[src/rtl/pwm_duty_meter.sv]
// Measures high time and period of an asynchronous PWM input between accepted
// rising edges and derives a 0..15 duty estimate with a 5-step restoring divider.
module pwm_duty_meter #(
  parameter int CNT_W = 24
) (
  input  logic             clk,
  input  logic             rst,
  input  logic             pwm_in,
  output logic [CNT_W-1:0] high_time,
  output logic [CNT_W-1:0] period,
  output logic [3:0]       duty,
  output logic             valid,
  output logic             stuck,
  output logic             overrun
);

  localparam logic [1:0] IDLE  = 2'd0;
  localparam logic [1:0] ARMED = 2'd1;
  localparam logic [1:0] BUSY  = 2'd2;

  localparam int               DIV_W     = CNT_W + 4;
  localparam logic [CNT_W-1:0] CNT_MAX   = {CNT_W{1'b1}};
  localparam logic [CNT_W-1:0] CNT_ONE   = {{(CNT_W-1){1'b0}}, 1'b1};
  localparam logic [2:0]       DIV_STEPS = 3'd5;

  logic             s1;
  logic             s2;
  logic             s3;
  logic             rise;
  logic [CNT_W-1:0] per_cnt;
  logic [CNT_W-1:0] hi_cnt;
  logic [CNT_W-1:0] per_next;
  logic [CNT_W-1:0] hi_next;
  logic [1:0]       state;
  logic [CNT_W-1:0] cap_hi;
  logic [CNT_W-1:0] cap_per;
  logic [DIV_W-1:0] rem;
  logic [DIV_W-1:0] dsor;
  logic [4:0]       quo;
  logic [2:0]       step;
  logic             stuck_hit;
  logic             div_ge;

  always_ff @(posedge clk or posedge rst) begin
    if (rst) begin
      s1 <= 1'b0;
      s2 <= 1'b0;
      s3 <= 1'b0;
    end else begin
      s1 <= pwm_in;
      s2 <= s1;
      s3 <= s2;
    end
  end

  assign rise = s2 & ~s3;

  // Both counters restart at 1 on the rise cycle itself, so a capture on the
  // next rise reads H+L for the period and H for the high time.
  always_comb begin
    per_next = per_cnt;
    hi_next  = hi_cnt;
    if (rise) begin
      per_next = CNT_ONE;
      hi_next  = CNT_ONE;
    end else begin
      if (per_cnt != CNT_MAX) begin
        per_next = per_cnt + CNT_ONE;
      end
      if (s2 && (hi_cnt != CNT_MAX)) begin
        hi_next = hi_cnt + CNT_ONE;
      end
    end
  end

  always_ff @(posedge clk or posedge rst) begin
    if (rst) begin
      per_cnt <= '0;
      hi_cnt  <= '0;
    end else begin
      per_cnt <= per_next;
      hi_cnt  <= hi_next;
    end
  end

  assign stuck_hit = (state != IDLE) && (per_next == CNT_MAX);
  assign div_ge    = (rem >= dsor);

  always_ff @(posedge clk or posedge rst) begin
    if (rst) begin
      state     <= IDLE;
      cap_hi    <= '0;
      cap_per   <= '0;
      rem       <= '0;
      dsor      <= '0;
      quo       <= '0;
      step      <= '0;
      high_time <= '0;
      period    <= '0;
      duty      <= '0;
      valid     <= 1'b0;
      stuck     <= 1'b0;
      overrun   <= 1'b0;
    end else begin
      valid   <= 1'b0;
      overrun <= 1'b0;
      if (stuck_hit) begin
        // No edge for a full counter range: report the static level, abort.
        stuck <= 1'b1;
        duty  <= s2 ? 4'hF : 4'h0;
        state <= IDLE;
      end else begin
        case (state)
          IDLE: begin
            if (rise) begin
              state <= ARMED;
            end
          end
          ARMED: begin
            if (rise) begin
              cap_hi  <= hi_cnt;
              cap_per <= per_cnt;
              rem     <= {hi_cnt, 4'b0000};
              dsor    <= {per_cnt, 4'b0000};
              quo     <= '0;
              step    <= '0;
              state   <= BUSY;
            end
          end
          BUSY: begin
            if (rise) begin
              overrun <= 1'b1;
            end
            if (step == DIV_STEPS) begin
              high_time <= cap_hi;
              period    <= cap_per;
              duty      <= quo[4] ? 4'hF : quo[3:0];
              valid     <= 1'b1;
              stuck     <= 1'b0;
              state     <= ARMED;
            end else begin
              // Divisor starts at per<<4 and halves each step: q4 first.
              rem  <= div_ge ? (rem - dsor) : rem;
              quo  <= {quo[3:0], div_ge};
              dsor <= dsor >> 1;
              step <= step + 3'd1;
            end
          end
          default: begin
            state <= IDLE;
          end
        endcase
      end
    end
  end

endmodule

[config.mk]
export PLATFORM = sky130hd
export DESIGN_NAME = pwm_duty_meter
export DESIGN_NICKNAME = d
export VERILOG_FILES = /design/src/rtl/pwm_duty_meter.sv
export SDC_FILE = /design/constraint.sdc
export NUM_CORES = 1
export LEC_CHECK = 0
export BUFFER_PORTS_ARGS = -buffer_cell sky130_fd_sc_hd__buf_2
export CAP_MARGIN = 20
export CORE_UTILIZATION = 60
export DETAILED_ROUTE_END_ITERATION = 10
export PLACE_DENSITY = 0.78
export SLEW_MARGIN = 25
export SYNTH_ARGS = -nofsm -noshare
export SYNTH_HDL_FRONTEND = slang
export SYNTH_SLANG_ARGS = --single-unit
export TNS_END_PERCENT = 10
[constraint.sdc]
create_clock -name clk -period 8.6 [get_ports clk]
set_input_delay 1.29 -clock clk [delete_from_list [all_inputs] [get_ports clk]]
set_output_delay 1.29 -clock clk [all_outputs]
set_load 0.02 [all_outputs]
==> metrics, run 1 <==
outcome=completed; post-DP HPWL=16,310 µm; RSZ-0062 raised after global routing=no; Slew HR=31.93%; clock sinks=220; CTS tree=yes; Mapped Cells=1,122; Final Hold Fails=0; via count=8,378; Core Rows=49; Post-Syn Nets=1,158; Synth Area in Compound Gates=11.17%; mux share of post-synthesis cell area=8.681%; CP endpoint kind=flop; Synth Register Bits=220; pwr dens=270.2 nW/µm²; Initial Util=61.38%; Startpoint Class=flop; setup repair bufs after CTS=0; clk_lat worst skew=0.52 ns; 1st-iter DRT viols=689; area growth from synthesis to layout=11.14%; HP Class=flop to flop; die area=18,920 µm²; PortBufs=57; share of layout cells above drive strength 1=16.01%; CTS Hold Bufs=0; Most used DFF post-synth=dfrtp_1; fin. max-slew vios=0; Yosys cell types=65; vias in the first global route=7,966; number of enable flip-flop cells after synthesis=0; Synth top area share=49.93%; Post-synth ARST share=100.0%; Num CTS Buffers=23; Worst VDD drop=0.0002113 V; Pre-antenna DRT Iters=5; H-Tree Depth=1; Residual DRC=0; Pleak=0.006174 µW; Filler cells=1,375; register area share after synthesis=49.93%; first-pass GRT wire length=40,010 µm; Post-Synth Adder-Cell Area=3.813%; largest net degree at the start of global routing=142; most common cell after layout, fill and taps aside=dfrtp_1; Root Driver=clkbuf_16; Avg Synthesized Cell Area=9.827 µm²; Routed Antenna Nets=0; Die H=137.6 µm; Tot GR Track Use=26.66%; Simple-Gate Fraction of Synth Area=18.12%; initial antenna violation count=0; Final Setup Violations=0; max cap viols=0; most frequent cells in the layout=220 x dfrtp_1, 185 x nand2_1, 113 x nor2_1, 71 x mux2_2, 58 x o21ai_0; main combinational cell family by area after synthesis=simple AND/OR/NAND/NOR gates; clock slew at reported path FFs=0.06 ns; pre-CTS setup slack=3.779 ns; WP data arrival=5.39 ns; flop2flop setup slack=3.60 ns; setup ws final=3.605 ns; drt total wl=24,220 µm; Final #Nets=1,194; cell taking the most area after synthesis=dfrtp_1; post-synthesis instance area=11,030 µm²; slew of the pin with the lowest slew margin=1.017 ns; final period utilization=58.08%; ranking of synthesized cells by area=dfrtp_1 50%, mux2_2 7.3%, nand2_1 6.3%, nor2_1 3.8%, ha_1 3.6%; Worst Path Required=9.00 ns; Yosys warnings=0; Setup TNS Final=0 ns; routability cong.=0.9336; Max FO, Critical Path=48; Core ar.=17,960 µm²; Antenna diodes=0; post-synthesis xor/xnor area fraction=4.369%; die width=137.6 µm; per-cell routed wire length=17.26 µm; Pwr Total=3311 µW; total global routing overflow=0; Clock Skews=0.01760 ns; clk buf depth=3; WHS=0.3489 ns; critical path type=flop to flop; vias per cell=5.971; I/O pin total=58; fin util=68.22%; Min Clock Period, post-route=4.995 ns; post-CTS sizing=0; f_max=200.2 MHz
## cells in the mapped netlist, drive strengths merged (2+ instances only)
library cell / n
dfrtp: 220
a311oi: 21
mux2i: 9
o211a: 2
ha: 32
a22o: 2
nand3: 36
o21ai: 59
a211oi: 10
a211o: 4
a21o: 13
and3: 8
o2111ai: 2
o211ai: 5
nand2b: 9
or3: 10
a32o: 2
nand3b: 2
and2: 4
o31ai: 2
a31oi: 6
xor2: 26
o21bai: 3
nand2: 186
clkbuf: 44
o21a: 3
nor2b: 9
nor2: 113
a221oi: 4
a21oi: 36
mux2: 77
and4: 8
nor3: 13
nor3b: 7
nor4b: 2
nor4: 7
buf: 11
inv: 53
xnor2: 29
nand4: 18
## layout make-up
type	instances	area (µm²)	share of cell area [%]
Inverter	53	211.5	1.726
Multi-Input combinational cell	794	5106	41.67
Clock buffer	33	673.1	5.493
Tap cell	229	286.5	2.338
Timing Repair Buffer	66	356.6	2.910
Sequential cell	220	5505	44.93
Clock inverter	8	115.1	0.9393
## stage by stage
stage | cells | area [µm²]
after CTS | 1403 | 12240
after floorplan | 1122 | 11030
final | 1403 | 12250
after global routing | 1403 | 12250
after detailed placement | 1362 | 11450
after global placement | 1362 | 11450
## per-layer routing
layer | GRT usage, % | vias to the layer above | part of all wire [%]
met1 | 37.92 | 4094 | 45
met5 | 0 | - | 0
met3 | 3.900 | 50 | 5.2
li1 | - | 3970 | -
met2 | 41.54 | 264 | 46
met4 | 9.524 | 0 | 3.2
## cell families after synthesis
family                   count (synthesis)
AND/OR/NAND/NOR                        436
flip-flops                             220
AO/OA/AOI/OAI                          184
buffers and inverters                  108
multiplexers                            86
XOR/XNOR                                55
adder cells (fa/ha/maj)                 33
## worst max-delay path, stage by stage (launching register included)
cell and delay [ns]:
dfrtp_1 0.47, ha_1 0.33, nand3_1 0.21, nor3_1 0.69
nand3_1 0.46, and4_1 0.36, xnor2_1 0.27, nor4_1 0.14
a31oi_4 0.60, buf_4 0.51, o21ai_4 0.38, mux2_1 0.42
## registers in the layout, summed over array words and instances (netlist names)
register / cells
cap_hi: 24
cap_per: 24
dsor: 28
duty: 4
hi_cnt: 24
high_time: 24
overrun: 1
per_cnt: 24
period: 24
quo: 5
rem: 28
s1: 1
s2: 1
s3: 1
state: 2
step: 3
stuck: 1
valid: 1
## where the power goes
part | internal (µW) | total [µW] | switching (µW)
combinational | 388 | 1010 | 622
sequential | 1170 | 1280 | 102
clock | 609 | 1030 | 416
## final timing paths
kind / from / endpoint / depth (start not counted)
worst max-delay path: per_cnt[0]$_DFF_PP0_ / rem[5]$_DFFE_PP0P_ / 11
worst min-delay path: s1$_DFF_PP0_ / s2$_DFF_PP0_ / 0
worst max register to register: per_cnt[0]$_DFF_PP0_ / rem[5]$_DFFE_PP0P_ / 11
worst min register to register: s1$_DFF_PP0_ / s2$_DFF_PP0_ / 0
max in group asynchronous: rst / s3$_DFF_PP0_ / 3
min in group asynchronous: rst / period[21]$_DFFE_PP0P_ / 2
No activity file was read; power rests on OpenSTA's default activity.
==> inputs of run 2 (changes only) <==
==> constraint.sdc (replaced) <==
create_clock -name clk -period 5.1 [get_ports clk]
set_input_delay 0.765 -clock clk [delete_from_list [all_inputs] [get_ports clk]]
set_output_delay 0.765 -clock clk [all_outputs]
set_load 0.02 [all_outputs]
==> metrics, run 2 (synthesis results as in run 1) <==
HP Class=primary input to asynchronous set/reset pin; pwr dens=453.9 nW/µm²; Residual DRC=0; Met3 Routed Length=1157 µm; die area=18,920 µm²; Final Setup Violations=0; Pre-antenna DRT Iters=5; slew of the pin with the lowest slew margin=1.010 ns; via count=8,322; crit-path leading delay family=simple AND/OR/NAND/NOR gates; Routed Antenna Nets=0; post-CTS sizing=0; post-DP HPWL=16,580 µm; clk_lat worst skew=0.52 ns; Top Registers=dsor x28, rem x28; Antenna diodes=0; max cap viols=0; CTS tree=yes; Slew HR=32.39%; fin. max-slew vios=0; CTS Hold Bufs=0; H-Tree Depth=1; Tot GR Track Use=27.05%; Final Hold Fails=0; drt total wl=24,450 µm; Initial Util=61.38%; met2 WL post-DR=11,250 µm; WP data arrival=4.72 ns; initial antenna violation count=0; PortBufs=57; routability cong.=0.8950; CP Cell Sequence=ha_1, nand3_1, nor3_1, nand3_1, and4_1, xnor2_1, nor4_1, nand4_1, nand2b_2, buf_4, mux2_2; vias in the first global route=8,165; clock sinks=220; Max FO, Critical Path=50; share of layout cells above drive strength 1=16.31%; Final #Nets=1,196; I/O pin total=58; Clock Skews=0.009816 ns; fin util=68.19%; Crit path top cell by count=nand3_1; vias per cell=5.919; RSZ-0062 raised after global routing=no; flop2flop setup slack=0.78 ns; Core Rows=49; final period utilization=84.79%; Pleak=0.006177 µW; Num CTS Buffers=23; Slowest Stage Delay on Critical Path=0.67 ns; 1st-iter DRT viols=608; Core ar.=17,960 µm²; R2R depth=11; outcome=completed; most common cell after layout, fill and taps aside=dfrtp_1; CP endpoint kind=flop; Min Clock Period, post-route=4.324 ns; total global routing overflow=0; Setup TNS Final=0 ns; clk buf depth=3; Worst VDD drop=0.0003581 V; clock slew at reported path FFs=0.06 ns; worst reg2reg path endpoint=high_time[22]$_DFFE_PP0P_; per-cell routed wire length=17.39 µm; die width=137.6 µm; Startpoint Class=flop; first-pass GRT wire length=40,570 µm; area growth from synthesis to layout=11.10%; Root Driver=clkbuf_16; most frequent cells in the layout=220 x dfrtp_1, 185 x nand2_1, 113 x nor2_1, 71 x mux2_2, 58 x o21ai_0; worst reg2reg startpoint=per_cnt[0]$_DFF_PP0_; crit path buf inv count=1; Die H=137.6 µm; critical path type=flop to flop; Worst Path Required=5.50 ns; largest net degree at the start of global routing=131; uppermost layer routed=met4; Metal-1 WL=11,300 µm; CP max-delay cell=nor3_1; setup repair bufs after CTS=0; f_max=231.3 MHz
==> run 2: cell type report <==
cell class	count	area, µm²
fill	1419	5714
sequential	220	5505
multi-input combinational	794	5101
clock buffer	30	641.9
timing repair buffer	68	380.4
tap	229	286.5
inverter	53	202.7
clock inverter	12	131.4
==> run 2: layer usage <==
layer	track usage [%]	vias up
li1	-	3957
met1	38.10	4068
met2	43.38	245
met3	3.569	52
met4	8.608	0
met5	0	-
==> run 2: how the worst max path moves through the flow <==
stage / start / to / cells past startpoint
2_1_floorplan: rst / cap_hi[0]$_DFFE_PP0P_ / 1
3_3_place_gp: per_cnt[0]$_DFF_PP0_ / high_time[4]$_DFFE_PP0P_ / 11
3_5_place_dp: per_cnt[0]$_DFF_PP0_ / high_time[22]$_DFFE_PP0P_ / 11
4_1_cts: per_cnt[0]$_DFF_PP0_ / high_time[22]$_DFFE_PP0P_ / 11
5_1_grt: per_cnt[0]$_DFF_PP0_ / high_time[5]$_DFFE_PP0P_ / 11
6_report: per_cnt[0]$_DFF_PP0_ / high_time[22]$_DFFE_PP0P_ / 11
==> run 2: report_power, final <==
group | switching (µW) | internal (µW) | leakage, µW | total, µW
registers | 174 | 1980 | 0.00296 | 2150
logic | 1050 | 660 | 0.00283 | 1710
clock network | 702 | 998 | 0.000386 | 1700
==> run 2: through the flow <==
| stage | total power (µW) | cell area (µm²) | hold slack, ns | instances | setup WS [ns] |
|---|---|---|---|---|---|
| CTS | 5579 | 12250 | 0.2925 | 1406 | 0.7858 |
| global route | 5888 | 12250 | 0.3282 | 1406 | 0.4147 |
| floorplan | 3490 | 11030 | 0.3312 | 1122 | 1.467 |
| finish | 5560 | 12250 | 0.2850 | 1406 | 0.7759 |
| detailed placement | 3858 | 11480 | 0.3410 | 1364 | 0.8342 |
| global placement | 3804 | 11480 | 0.3332 | 1364 | 1.015 |
==> run 2: worst register-to-register path: stages, from the launching register on <==
cell	delay, ns
dfrtp_1	0.47
ha_1	0.30
nand3_1	0.18
nor3_1	0.67
nand3_1	0.41
and4_1	0.33
xnor2_1	0.16
nor4_1	0.28
nand4_1	0.29
nand2b_2	0.15
buf_4	0.49
mux2_2	0.47
